$ cat config.mk
export PLATFORM = sky130hd
export DESIGN_NAME = ram_sequencer
export DESIGN_NICKNAME = d
export VERILOG_FILES = /design/src/rtl/ram_seq_pkg.sv /design/src/rtl/dwell_timer.sv /design/src/rtl/ram_sequencer.sv
export SDC_FILE = /design/constraint.sdc
export NUM_CORES = 1
export LEC_CHECK = 0
export ABC_AREA = 0
export BUFFER_PORTS_ARGS = -buffer_cell sky130_fd_sc_hd__buf_2
export CORE_ASPECT_RATIO = 1.4
export CORE_UTILIZATION = 45
export CTS_CLUSTER_DIAMETER = 100
export DETAILED_ROUTE_END_ITERATION = 16
export PLACE_DENSITY = 0.65
export SYNTH_ARGS = -nofsm -noshare
export SYNTH_HDL_FRONTEND = slang
export SYNTH_SLANG_ARGS = --single-unit
$ cat constraint.sdc
create_clock -name clock -period 2.9 [get_ports clock]
set_clock_uncertainty 0.1 [all_clocks]
set_input_delay 0.435 -clock clock [delete_from_list [all_inputs] [get_ports clock]]
set_output_delay 0.435 -clock clock [all_outputs]
set_load 0.01 [all_outputs]
$ cat src/rtl/ram_seq_pkg.sv
// Shared widths, limits and state encoding for the RAM fill/scan sequencer.
package ram_seq_pkg;

  localparam int ADDR_W = 5;
  localparam int DATA_W = 4;
  localparam logic [ADDR_W-1:0] LAST_ADDR = 5'd31;

  typedef enum logic [2:0] {
    IDLE       = 3'd0,
    FILL       = 3'd1,
    SCAN_RD    = 3'd2,
    SCAN_CAP   = 3'd3,
    SCAN_DWELL = 3'd4
  } state_t;

  // Fill pattern: base value plus the low nibble of the address, wrapping mod 16.
  function automatic logic [DATA_W-1:0] fill_word(input logic [DATA_W-1:0] base,
                                                  input logic [ADDR_W-1:0] a);
    return base + a[DATA_W-1:0];
  endfunction

endpackage

$ cat src/rtl/dwell_timer.sv
// Down-counter that sets how long each scanned word stays on the display.
// Loading takes priority over decrementing. The counter stops at zero.
module dwell_timer #(
  parameter int         W        = 1,
  parameter logic [W-1:0] LOAD_VAL = '0
) (
  input  logic clock,
  input  logic resetn,
  input  logic clr,
  input  logic load,
  input  logic dec,
  output logic zero
);

  logic [W-1:0] count;

  // Clear, then load, then decrement. There is no wrap below zero.
  always_ff @(posedge clock) begin
    if (!resetn) begin
      count <= '0;
    end else if (clr) begin
      count <= '0;
    end else if (load) begin
      count <= LOAD_VAL;
    end else if (dec && (count != '0)) begin
      count <= count - 1'b1;
    end
  end

  assign zero = (count == '0);

endmodule

$ cat src/rtl/ram_sequencer.sv
// Sequencer for a 32x4 RAM. It has two operations:
// - FILL writes a seed-based pattern to all 32 words.
// - SCAN reads every word back and holds each one on the display outputs
//   for DWELL_CYCLES clocks.
// Start protocol: go is sampled as a level and is acted on only while busy=0.
// After a start is accepted, busy stays high until the block returns to IDLE.
// done pulses for one cycle when an operation completes normally.
// An abort or a reset never raises done.
module ram_sequencer
  import ram_seq_pkg::*;
#(
  parameter int DWELL_CYCLES = 50000000
) (
  input  logic              clock,
  input  logic              resetn,
  input  logic              go,
  input  logic              mode,
  input  logic              abort,
  input  logic [DATA_W-1:0] seed,
  input  logic [DATA_W-1:0] q,
  output logic [ADDR_W-1:0] address,
  output logic [DATA_W-1:0] data,
  output logic              wren,
  output logic [ADDR_W-1:0] scan_addr,
  output logic [DATA_W-1:0] scan_data,
  output logic              scan_valid,
  output logic              busy,
  output logic              done,
  output logic [2:0]        dbg_state
);

  localparam int DW_W = (DWELL_CYCLES > 1) ? $clog2(DWELL_CYCLES) : 1;
  localparam logic [DW_W-1:0] DWELL_LOAD = DW_W'(DWELL_CYCLES - 1);

  state_t            state;
  logic [ADDR_W-1:0] addr_cnt;
  logic              dw_zero;
  logic              dw_clr;
  logic              dw_load;
  logic              dw_dec;

  // Dwell timer controls, decoded from the current state.
  // An abort clears the timer so that the next scan starts clean.
  always_comb begin
    dw_clr  = 1'b0;
    dw_load = 1'b0;
    dw_dec  = 1'b0;
    if (abort && (state != IDLE)) begin
      dw_clr = 1'b1;
    end else if (state == SCAN_CAP) begin
      dw_load = 1'b1;
    end else if ((state == SCAN_DWELL) && !dw_zero) begin
      dw_dec = 1'b1;
    end
  end

  dwell_timer #(
    .W        (DW_W),
    .LOAD_VAL (DWELL_LOAD)
  ) u_dwell (
    .clock  (clock),
    .resetn (resetn),
    .clr    (dw_clr),
    .load   (dw_load),
    .dec    (dw_dec),
    .zero   (dw_zero)
  );

  // Main FSM. Every output is registered here.
  // Abort outranks every other transition.
  always_ff @(posedge clock) begin
    if (!resetn) begin
      state      <= IDLE;
      addr_cnt   <= '0;
      address    <= '0;
      data       <= '0;
      wren       <= 1'b0;
      scan_addr  <= '0;
      scan_data  <= '0;
      scan_valid <= 1'b0;
      busy       <= 1'b0;
      done       <= 1'b0;
    end else begin
      done <= 1'b0;
      if (abort && (state != IDLE)) begin
        state <= IDLE;
        wren  <= 1'b0;
        busy  <= 1'b0;
      end else begin
        case (state)
          IDLE: begin
            if (go && !abort) begin
              addr_cnt <= '0;
              address  <= '0;
              busy     <= 1'b1;
              if (!mode) begin
                state      <= FILL;
                wren       <= 1'b1;
                data       <= fill_word(seed, '0);
                scan_valid <= 1'b0;
              end else begin
                state <= SCAN_RD;
                wren  <= 1'b0;
              end
            end
          end
          FILL: begin
            if (addr_cnt == LAST_ADDR) begin
              state <= IDLE;
              wren  <= 1'b0;
              busy  <= 1'b0;
              done  <= 1'b1;
            end else begin
              addr_cnt <= addr_cnt + 5'd1;
              address  <= addr_cnt + 5'd1;
              data     <= fill_word(seed, addr_cnt + 5'd1);
            end
          end
          SCAN_RD: begin
            state <= SCAN_CAP;
          end
          SCAN_CAP: begin
            scan_data  <= q;
            scan_addr  <= addr_cnt;
            scan_valid <= 1'b1;
            state      <= SCAN_DWELL;
          end
          SCAN_DWELL: begin
            if (dw_zero) begin
              if (addr_cnt == LAST_ADDR) begin
                state <= IDLE;
                busy  <= 1'b0;
                done  <= 1'b1;
              end else begin
                addr_cnt <= addr_cnt + 5'd1;
                address  <= addr_cnt + 5'd1;
                state    <= SCAN_RD;
              end
            end
          end
          default: begin
            state <= IDLE;
            wren  <= 1'b0;
            busy  <= 1'b0;
          end
        endcase
      end
    end
  end

  assign dbg_state = state;

endmodule

Word level (Yosys, flattened, before mapping). Index checks and enable logic that the tools add are counted.

Bits in registers: 56. ROM bits: 0. Memory bits (writable): 0. Bits in latches: 0. Memories kept: 0. Input port bits: 13. Logic and storage cells: 94.

Multiply operators: 0. Eq/ne operators: 10. $lt $le $gt $ge: 0. Reductions and logical operators: 26. Shifts and indexed selects: 0. Bitwise operators: 4. Muxes and demuxes: 39. Div/mod/pow operators: 0. $add $sub $neg: 3.

Operators by type and width (count): $mux 26 (2); $pmux 5 s3 (2); $logic_not 26->1 (1); $reduce_bool 26->1 (1); $sub 26x1->26 const B (1); $mux 5 (5); $mux 1 (16); $pmux 3 s5 (1); $mux 4 (3); $ne 2x2->1 const B (5); $mux 3 (3); $reduce_and 3->1 (3); $pmux 4 s2 (1); $reduce_and 4->1 (2); $eq 3x2->1 const B (2); $reduce_bool 2->1 (3); $reduce_bool 3->1 (2); $reduce_or 2->1 (3); $reduce_or 3->1 (2); $add 5x1->5 const B (1); $eq 5x5->1 const B (1); $reduce_and 5->1 (1); $add 4x4->4 (1); $logic_and 1x1->1 (4); 10 further kinds (16).

Logic depth before layout (Yosys ltp). Gate-level depths: netlist (run 1).

Depth after elaboration: 9. Depth in mapped cells: 9.

By module. A second synthesis (run 1) with hierarchy kept.

Cells, all modules: 323. Area, all modules: 2763.9 um^2.

By module, submodules not included: dwell_timer (cells an instance 161, area an instance 1407.6 um^2, instances 1); ram_sequencer (cells an instance 162, area an instance 1356.3 um^2, instances 1).

Least setup slack after synthesis (run 1). Ideal clock, no wire load.

Kind: register -> register. Start: register u_dwell.count[14]. End: register u_dwell.count[5]. Data required time: 2.680 ns. Clock period less this slack: 2.466 ns. Setup slack: 0.434 ns. Data arrival time: 2.246 ns. Stages on the path, launching flop included: 8. Cell sequence: dfxtp_1 or4_1 buf_2 or4_4 buf_6 o31ai_4 nor4_1 o31a_1.

Longest elaborated chain between the ends: 8. Elaborated cells between the ends (all ways): 9.

Ends and longest elaborated chain: from (decl) (RTL line dwell_timer.sv:15) `logic [W-1:0] count;`; from (signal assigned) (RTL line dwell_timer.sv:26) `count <= count - 1'b1;`; $logic_not 26->1 (RTL line dwell_timer.sv:30) `assign zero = (count == '0);`; $logic_not 1->1 (RTL line ram_sequencer.sv:52) `end else if ((state == SCAN_DWELL) && !dw_zero) begin`; $logic_and 1x1->1 (RTL line ram_sequencer.sv:52); $mux 1 (RTL line ram_sequencer.sv:52); $mux 1 (RTL line ram_sequencer.sv:50) `end else if (state == SCAN_CAP) begin`; $mux 1 (RTL line ram_sequencer.sv:48) `if (abort && (state != IDLE)) begin`; $logic_and 1x1->1 (*) (RTL line dwell_timer.sv:25) `end else if (dec && (count != '0)) begin`; $reduce_bool 2->1 (no line) (*).

Every way passes the cells marked *; elsewhere a longest branch is shown, timed or not. A chain may end at the register's enable or synchronous reset.

Worst setup path in the final report (run 1).
Start: register u_dwell.count[0]. End: register address[0].

Longest elaborated chain between the ends: 3.

Ends and longest elaborated chain: $logic_not 26->1 (RTL line dwell_timer.sv:30); $ne 2x2->1 (no line); $reduce_and 4->1 (no line); to (signal assigned) (RTL line ram_sequencer.sv:115) `address <= addr_cnt + 5'd1;`; to (signal assigned) (RTL line ram_sequencer.sv:136) `address <= addr_cnt + 5'd1;`; to (decl) (RTL line ram_sequencer.sv:21) `output logic [ADDR_W-1:0] address,`.

Every way passes these cells.

==> results of run 1 <==
[synth_stat cells (2+ instances only)]
cell type,instances
a2111oi_0,2
a211oi_1,2
a21boi_0,3
a21oi_1,33
a22o_1,3
a311oi_1,3
a31oi_1,6
and3_1,3
and3b_1,2
buf_2,2
clkbuf_1,13
dfxtp_1,51
ha_1,7
inv_1,8
mux2i_1,4
nand2_1,35
nand2b_1,7
nand3_1,3
nand3b_1,2
nand4_1,2
nor2_1,17
nor2b_1,3
nor3_1,6
nor3b_1,2
nor4_1,5
nor4_4,2
o211ai_1,3
o211ai_2,2
o21ai_0,14
o311a_1,2
o31a_1,2
o31ai_1,9
or2_2,5
or3_1,11
or3b_2,2
or4_1,10
xnor2_1,5
xor2_1,8
[registers in the layout, summed over array words and instances (netlist names)]
register,flops
address,5
busy,1
data,4
dbg_state,3
done,1
scan_addr,5
scan_data,4
scan_valid,1
u_dwell.count,26
wren,1
[where the power goes]
| part | total, uW | internal, uW | switching (uW) |
|---|---|---|---|
| sequential | 717 | 711 | 6.30 |
| combinational | 146 | 56.2 | 90.1 |
| clock | 443 | 179 | 264 |
| total | 1310 | 947 | 360 |
[cell type report]
class	count	area share (%)
clock buffer	5	2.24
clock inverter	3	0.937
inverter	8	0.978
multi-input combinational	238	51.3
sequential	51	33.3
tap	70	2.85
timing repair buffer	47	8.48
[metal layers]
layer,GRT usage (%),part of all wire (%),vias up
met3,3.29,2.9,12
met5,0,0,-
met2,38.8,52,47
met1,26.6,43,1183
li1,-,-,1234
met4,8.69,2.2,0
[through the flow]
stage	cells	total power (uW)	util, %
2_1_floorplan	313	830	-
3_3_place_gp	414	879	51.1
3_5_place_dp	414	880	51.1
4_1_cts	422	1320	52.7
5_1_grt	422	1370	52.7
6_report	422	1310	52.7
[cell families after synthesis]
| family | after synthesis | synth area share (%) |
|---|---|---|
| flops | 51 | 37.9 |
| compound gates | 89 | 21.8 |
| xor+xnor | 13 | 4.22 |
| simple gates | 123 | 26.5 |
| fa+ha+maj | 8 | 3.99 |
| mux | 5 | 1.90 |
| buf+inv | 24 | 3.71 |
[path summary, 6_finish.rpt]
| path | start | depth (start not counted) | to | slack, ns |
|---|---|---|---|---|
| min reg2reg | scan_data[3] | 2 | scan_data[3] | 0.36 |
| max reg2reg | u_dwell.count[0] | 8 | address[0] | 0.28 |
| max | u_dwell.count[0] | 8 | address[0] | 0.28 |
| min | q[3] | 3 | scan_data[3] | 0.24 |
[worst max-delay path: stages, from the launching register on]
cell     delay (ns)
dfxtp_1        0.37
inv_1          0.10
ha_1           0.18
or4b_2         0.61
nor4_2         0.20
buf_4          0.19
a21oi_1        0.10
nor3_1         0.48
mux2_2         0.25
==> results.tsv, run 1 <==
stage	metric	value	unit
run_status	status	completed	
layout	ant diodes	0	
detailed_routing	via count	2476	
clocking	Worst-Skew Late Latency	0.31	ns
detailed_routing	DRC	0	
sta	f_max	382	MHz
sta	setup ws final	0.280	ns
sta	final period utilization	90.3	%
global_route	number of global-route vias before repair	2277	
setup_path	crit-path max FO	5	
place	DP Area	2970	um2
clocking	CTS sink cnt	51	
power_and_ir_drop	pwr dens	426	nW/um2
place	GPL Wtd Cong	0.819	
sta	final hold vios	0	
sta	Worst slew margin	54.4	%
clocking	post-CTS setup buffers	0	
logic_synthesis	#FFs+latches synth	51	
floorplanning	Core ar.	5820	um2
logic_synthesis	Post-Synthesis Cells	313	
logic_synthesis	Syn Area/Cell	8.61	um2
logic_synthesis	Net Count, Synth	334	
layout	share of cells above drive strength 1	20.5	%
clocking	CTS Buf Count	5	
layout	Fill cells	556	
global_route	total gr overflow	0	
logic_synthesis	YS warnings	0	
logic_synthesis	count of different cell masters after synthesis	52	
sta	RSZ-0062 raised after global routing	no	
clocking	Clk pin slew, worst setup/hold paths	0.10	ns
clocking	Max Root-Sink Buffers	2	
layout	Design Area, Final	3070	um2
logic_synthesis	Yosys top cell area share	37.9	%
min_path	worst min path class	in -> reg	
sta	setup_tns	0	ns
clocking	PostCTS Resize Cnt	0	
setup_path	CP arrival	2.78	ns
floorplanning	Initial Utilization	46.3	%
sta	Final Setup Violations	0	
floorplanning	Die ar.	6310	um2
detailed_routing	Detail Route Antenna Nets	0	
place	IO Port Bufs	37	
detailed_routing	vias per cell	5.87	
logic_synthesis	area leader, netlist	dfxtp_1	
floorplanning	Die X-Extent	67.4	um
logic_synthesis	sequential share of the synthesized area	37.9	%
setup_path	WS Path Type	reg -> reg	
setup_path	CP startpoint kind	flip-flop	
detailed_routing	Pre-antenna DRT Iters	4	
sta	hold_ws	0.245	ns
global_route	global-route wire length before repair	10.7	mm
setup_path	critical path required time	3.06	ns
layout	Sequential Area	1020	um2
floorplanning	# IOs	38	
detailed_routing	initial DRC count	98	
layout	leading cell type in the layout, fill and taps excluded	dfxtp_1	
floorplanning	chip height	93.6	um
global_route	largest net degree at the start of global routing	25	
layout	footprint of the multi-input gates	1570	um2
clocking	CTS Root Cell	clkbuf_8	
sta	Final Max Slew Viols	0	
power_and_ir_drop	Leak	0.00126	uW
floorplanning	placement row count	33	
logic_synthesis	Synth Cell Area	2700	um2
layout	Nets	372	
layout	commonest non-fill, non-tap cells in the layout	51 x dfxtp_1, 37 x buf_2, 35 x nand2_1	
clocking	Max H-tree Level	2	
clocking	CTS tree	yes	
place	pre-CTS WS	0.311	ns
logic_synthesis	EDFF count, synth	0	
global_route	GRT Total Usage	22.3	%
logic_synthesis	ys async rst share	0	%
flow_run	max cap viols	0	
logic_synthesis	Area contributors post-synth	dfxtp_1 38%, a21oi_1 6.1%, nand2_1 4.9%	
layout	P&R area growth vs syn	13.9	%
detailed_routing	wire per inst	15.1	um
sta	Worst Tran Pin Value	0.678	ns
detailed_routing	Post-Route WL	6.37	mm
setup_path	Crit. End Element	flip-flop	
clocking	hold buffers post-CTS	0	
logic_synthesis	ys flop type	dfxtp_1	
sta	crit path time final	2.62	ns
global_route	initial antenna violation count	0	
place	HPWL after detailed placement	4.67	mm
power_and_ir_drop	maximum vdd drop	0.267	mV
(Power assumes the default switching activity.)
==> run 2, diff against run 1 <==
Settings changed: GPL_TIMING_DRIVEN set to 0.
==> results.tsv, run 2 (same netlist as run 1, synthesis figures left out) <==
stage	metric	value	unit	change
detailed_routing	Detail Route Antenna Nets	0		unchanged
sta	setup_tns	0	ns	unchanged
sta	f_max	365	MHz	-4.4%
setup_path	worst reg2reg path depth	7		-1
sta	Worst Tran Pin Value	0.843	ns	+0.165 ns
place	Post-Place Cells	420		+1.4%
layout	Non-Filler Instances	428		+1.4%
clocking	Max H-tree Level	2		unchanged
layout	max reg flops	26		unchanged
setup_path	CP startpoint kind	flip-flop		
clocking	CTS tree	yes		
clocking	hold buffers post-CTS	0		unchanged
setup_path	Worst setup endpoint	u_dwell.count[23]		
setup_path	crit path launch	dbg_state[1]		
global_route	number of global-route vias before repair	2267		-0.44%
floorplanning	Die ar.	6310	um2	unchanged
min_path	Hold Startpoint	q[1]		
clocking	Worst-Skew Late Latency	0.31	ns	about the same
layout	ant diodes	0		unchanged
layout	Fill cells	551		-0.90%
sta	Worst slew margin	43.3	%	-11 points
detailed_routing	wire per inst	15.0	um	-0.74%
place	IO Port Bufs	37		unchanged
detailed_routing	initial DRC count	121		+23%
place	GPL Wtd Cong	0.781		-4.7%
layout	Nets	378		+1.6%
floorplanning	Core ar.	5820	um2	unchanged
layout	P&R area growth vs syn	13.9	%	unchanged
power_and_ir_drop	Leak	0.00125	uW	-1.2%
global_route	most used routing layer	met2		
sta	crit path time final	2.74	ns	+0.121 ns
setup_path	WS Path Type	reg -> reg		
global_route	global-route wire length before repair	10.7	mm	-0.19%
detailed_routing	DRC	0		unchanged
detailed_routing	via count	2479		+0.12%
floorplanning	Die X-Extent	67.4	um	unchanged
place	HPWL after detailed placement	4.72	mm	+1.1%
detailed_routing	vias per cell	5.79		-1.3%
global_route	largest net degree at the start of global routing	19		-24%
setup_path	slowest cell on the critical path	or4b_4		
flow_run	max cap viols	0		unchanged
detailed_routing	Post-Route WL	6.41	mm	+0.68%
clocking	CTS Root Cell	clkbuf_8		
setup_path	crit-path max FO	10		+5
place	pre-CTS WS	0.211	ns	-0.0999 ns
global_route	GRT Total Usage	22.1	%	-0.16 points
clocking	CTS Buf Count	5		unchanged
clocking	Clk pin slew, worst setup/hold paths	0.10	ns	about the same
layout	Sequential Area	1020	um2	unchanged
sta	hold_ws	0.247	ns	+0.00222 ns
layout	Top reg by flops	u_dwell.count		
global_route	GR Util met2	39.7	%	+0.83 points
layout	Design Area, Final	3070	um2	unchanged
sta	final hold vios	0		unchanged
global_route	initial antenna violation count	0		unchanged
setup_path	Slowest Stage Delay on Critical Path	0.61	ns	about the same
floorplanning	Initial Utilization	46.3	%	unchanged
setup_path	r2r endpoint	u_dwell.count[23]		
setup_path	Reg-to-Reg Start	dbg_state[1]		
layout	leading cell type in the layout, fill and taps excluded	dfxtp_1		
global_route	met3 Use GR	3.05	%	-0.24 points
setup_path	CP arrival	2.88	ns	+0.10 ns
floorplanning	chip height	93.6	um	unchanged
detailed_routing	Pre-antenna DRT Iters	4		unchanged
layout	footprint of the multi-input gates	1580	um2	+0.32%
setup_path	CP most frequent cell	clkbuf_1		
clocking	Max Root-Sink Buffers	2		unchanged
setup_path	critical path required time	3.04	ns	-0.02 ns
global_route	total gr overflow	0		unchanged
min_path	worst min path class	in -> reg		
power_and_ir_drop	pwr dens	425	nW/um2	-0.16%
floorplanning	placement row count	33		unchanged
sta	final period utilization	94.5	%	+4.2 points
floorplanning	# IOs	38		unchanged
power_and_ir_drop	maximum vdd drop	0.221	mV	-17%
sta	Final Max Slew Viols	0		unchanged
setup_path	Crit. End Element	flip-flop		
place	DP Area	2970	um2	-0.17%
layout	commonest non-fill, non-tap cells in the layout	51 x dfxtp_1, 39 x buf_2, 35 x nand2_1		
sta	RSZ-0062 raised after global routing	no		
sta	setup ws final	0.159	ns	-0.121 ns
run_status	status	completed		
clocking	CTS sink cnt	51		unchanged
setup_path	worst-path cell chain	clkbuf_1 -> or4b_4 -> nor4_4 -> o211ai_1 -> clkbuf_1 -> or4_1 -> a31oi_1		
sta	Final Setup Violations	0		unchanged
global_route	GRT met1 Usage	25.8	%	-0.79 points
layout	Top Registers	u_dwell.count x26, address x5, scan_addr x5		
setup_path	reg-to-reg slack, setup	0.16	ns	-0.12 ns
layout	share of cells above drive strength 1	18.4	%	-2.0 points
run 2: cell types whose count changed in the layout (fill, tap and decap cells not counted), sizes merged:
cell / before / now
clkbuf: 5 / 18
buf: 47 / 40
run 2: worst min path at each step:
stage	end	slack, ns	cells past startpoint
2_1_floorplan	u_dwell.count[16]	0.35	2
3_3_place_gp	scan_data[3]	0.34	2
3_5_place_dp	scan_data[2]	0.35	2
4_1_cts	scan_data[3]	0.24	3
5_1_grt	scan_data[3]	0.24	3
6_report	scan_data[1]	0.25	3
run 2: report_power, final:
part | leakage (uW) | internal (uW) | switching [uW]
sequential | 0.000412 | 711 | 8.09
clock | 0.0000502 | 179 | 262
combinational | 0.000787 | 54.3 | 89.9
run 2: critical path, delay by kind of cell, from the launching register on:
kind	cells	cell delay, ns
buf+inv	2	0.44
flops	1	0.33
simple gates	3	1.42
compound gates	2	0.37
run 2: metal layers:
layer,up-vias,share of wire [%]
met4,0,1.7
met1,1182,43
li1,1244,-
met2,45,53
met3,8,2.5
met5,-,0
run 2: layout make-up:
cell class                      count  area share (%)
Inverter                            8           0.978
Tap cell                           70            2.85
Sequential cell                    51            33.3
Clock inverter                      3           0.937
Clock buffer                        5            2.24
Multi-Input combinational cell    238            51.4
Timing Repair Buffer               37            6.03
Buffer                             16            2.28
run 2: timing repair:
item                                    4_1_cts  5_1_grt
gates resized for setup                       0        1
buffers inserted                              0        0
endpoints found under the setup margin        0        1
run 2: through the flow:
step	total power, uW	utilization, %
after floorplan	830	-
after global placement	878	51.0
after detailed placement	879	51.0
after CTS	1320	52.7
after global routing	1370	52.7
final	1300	52.7
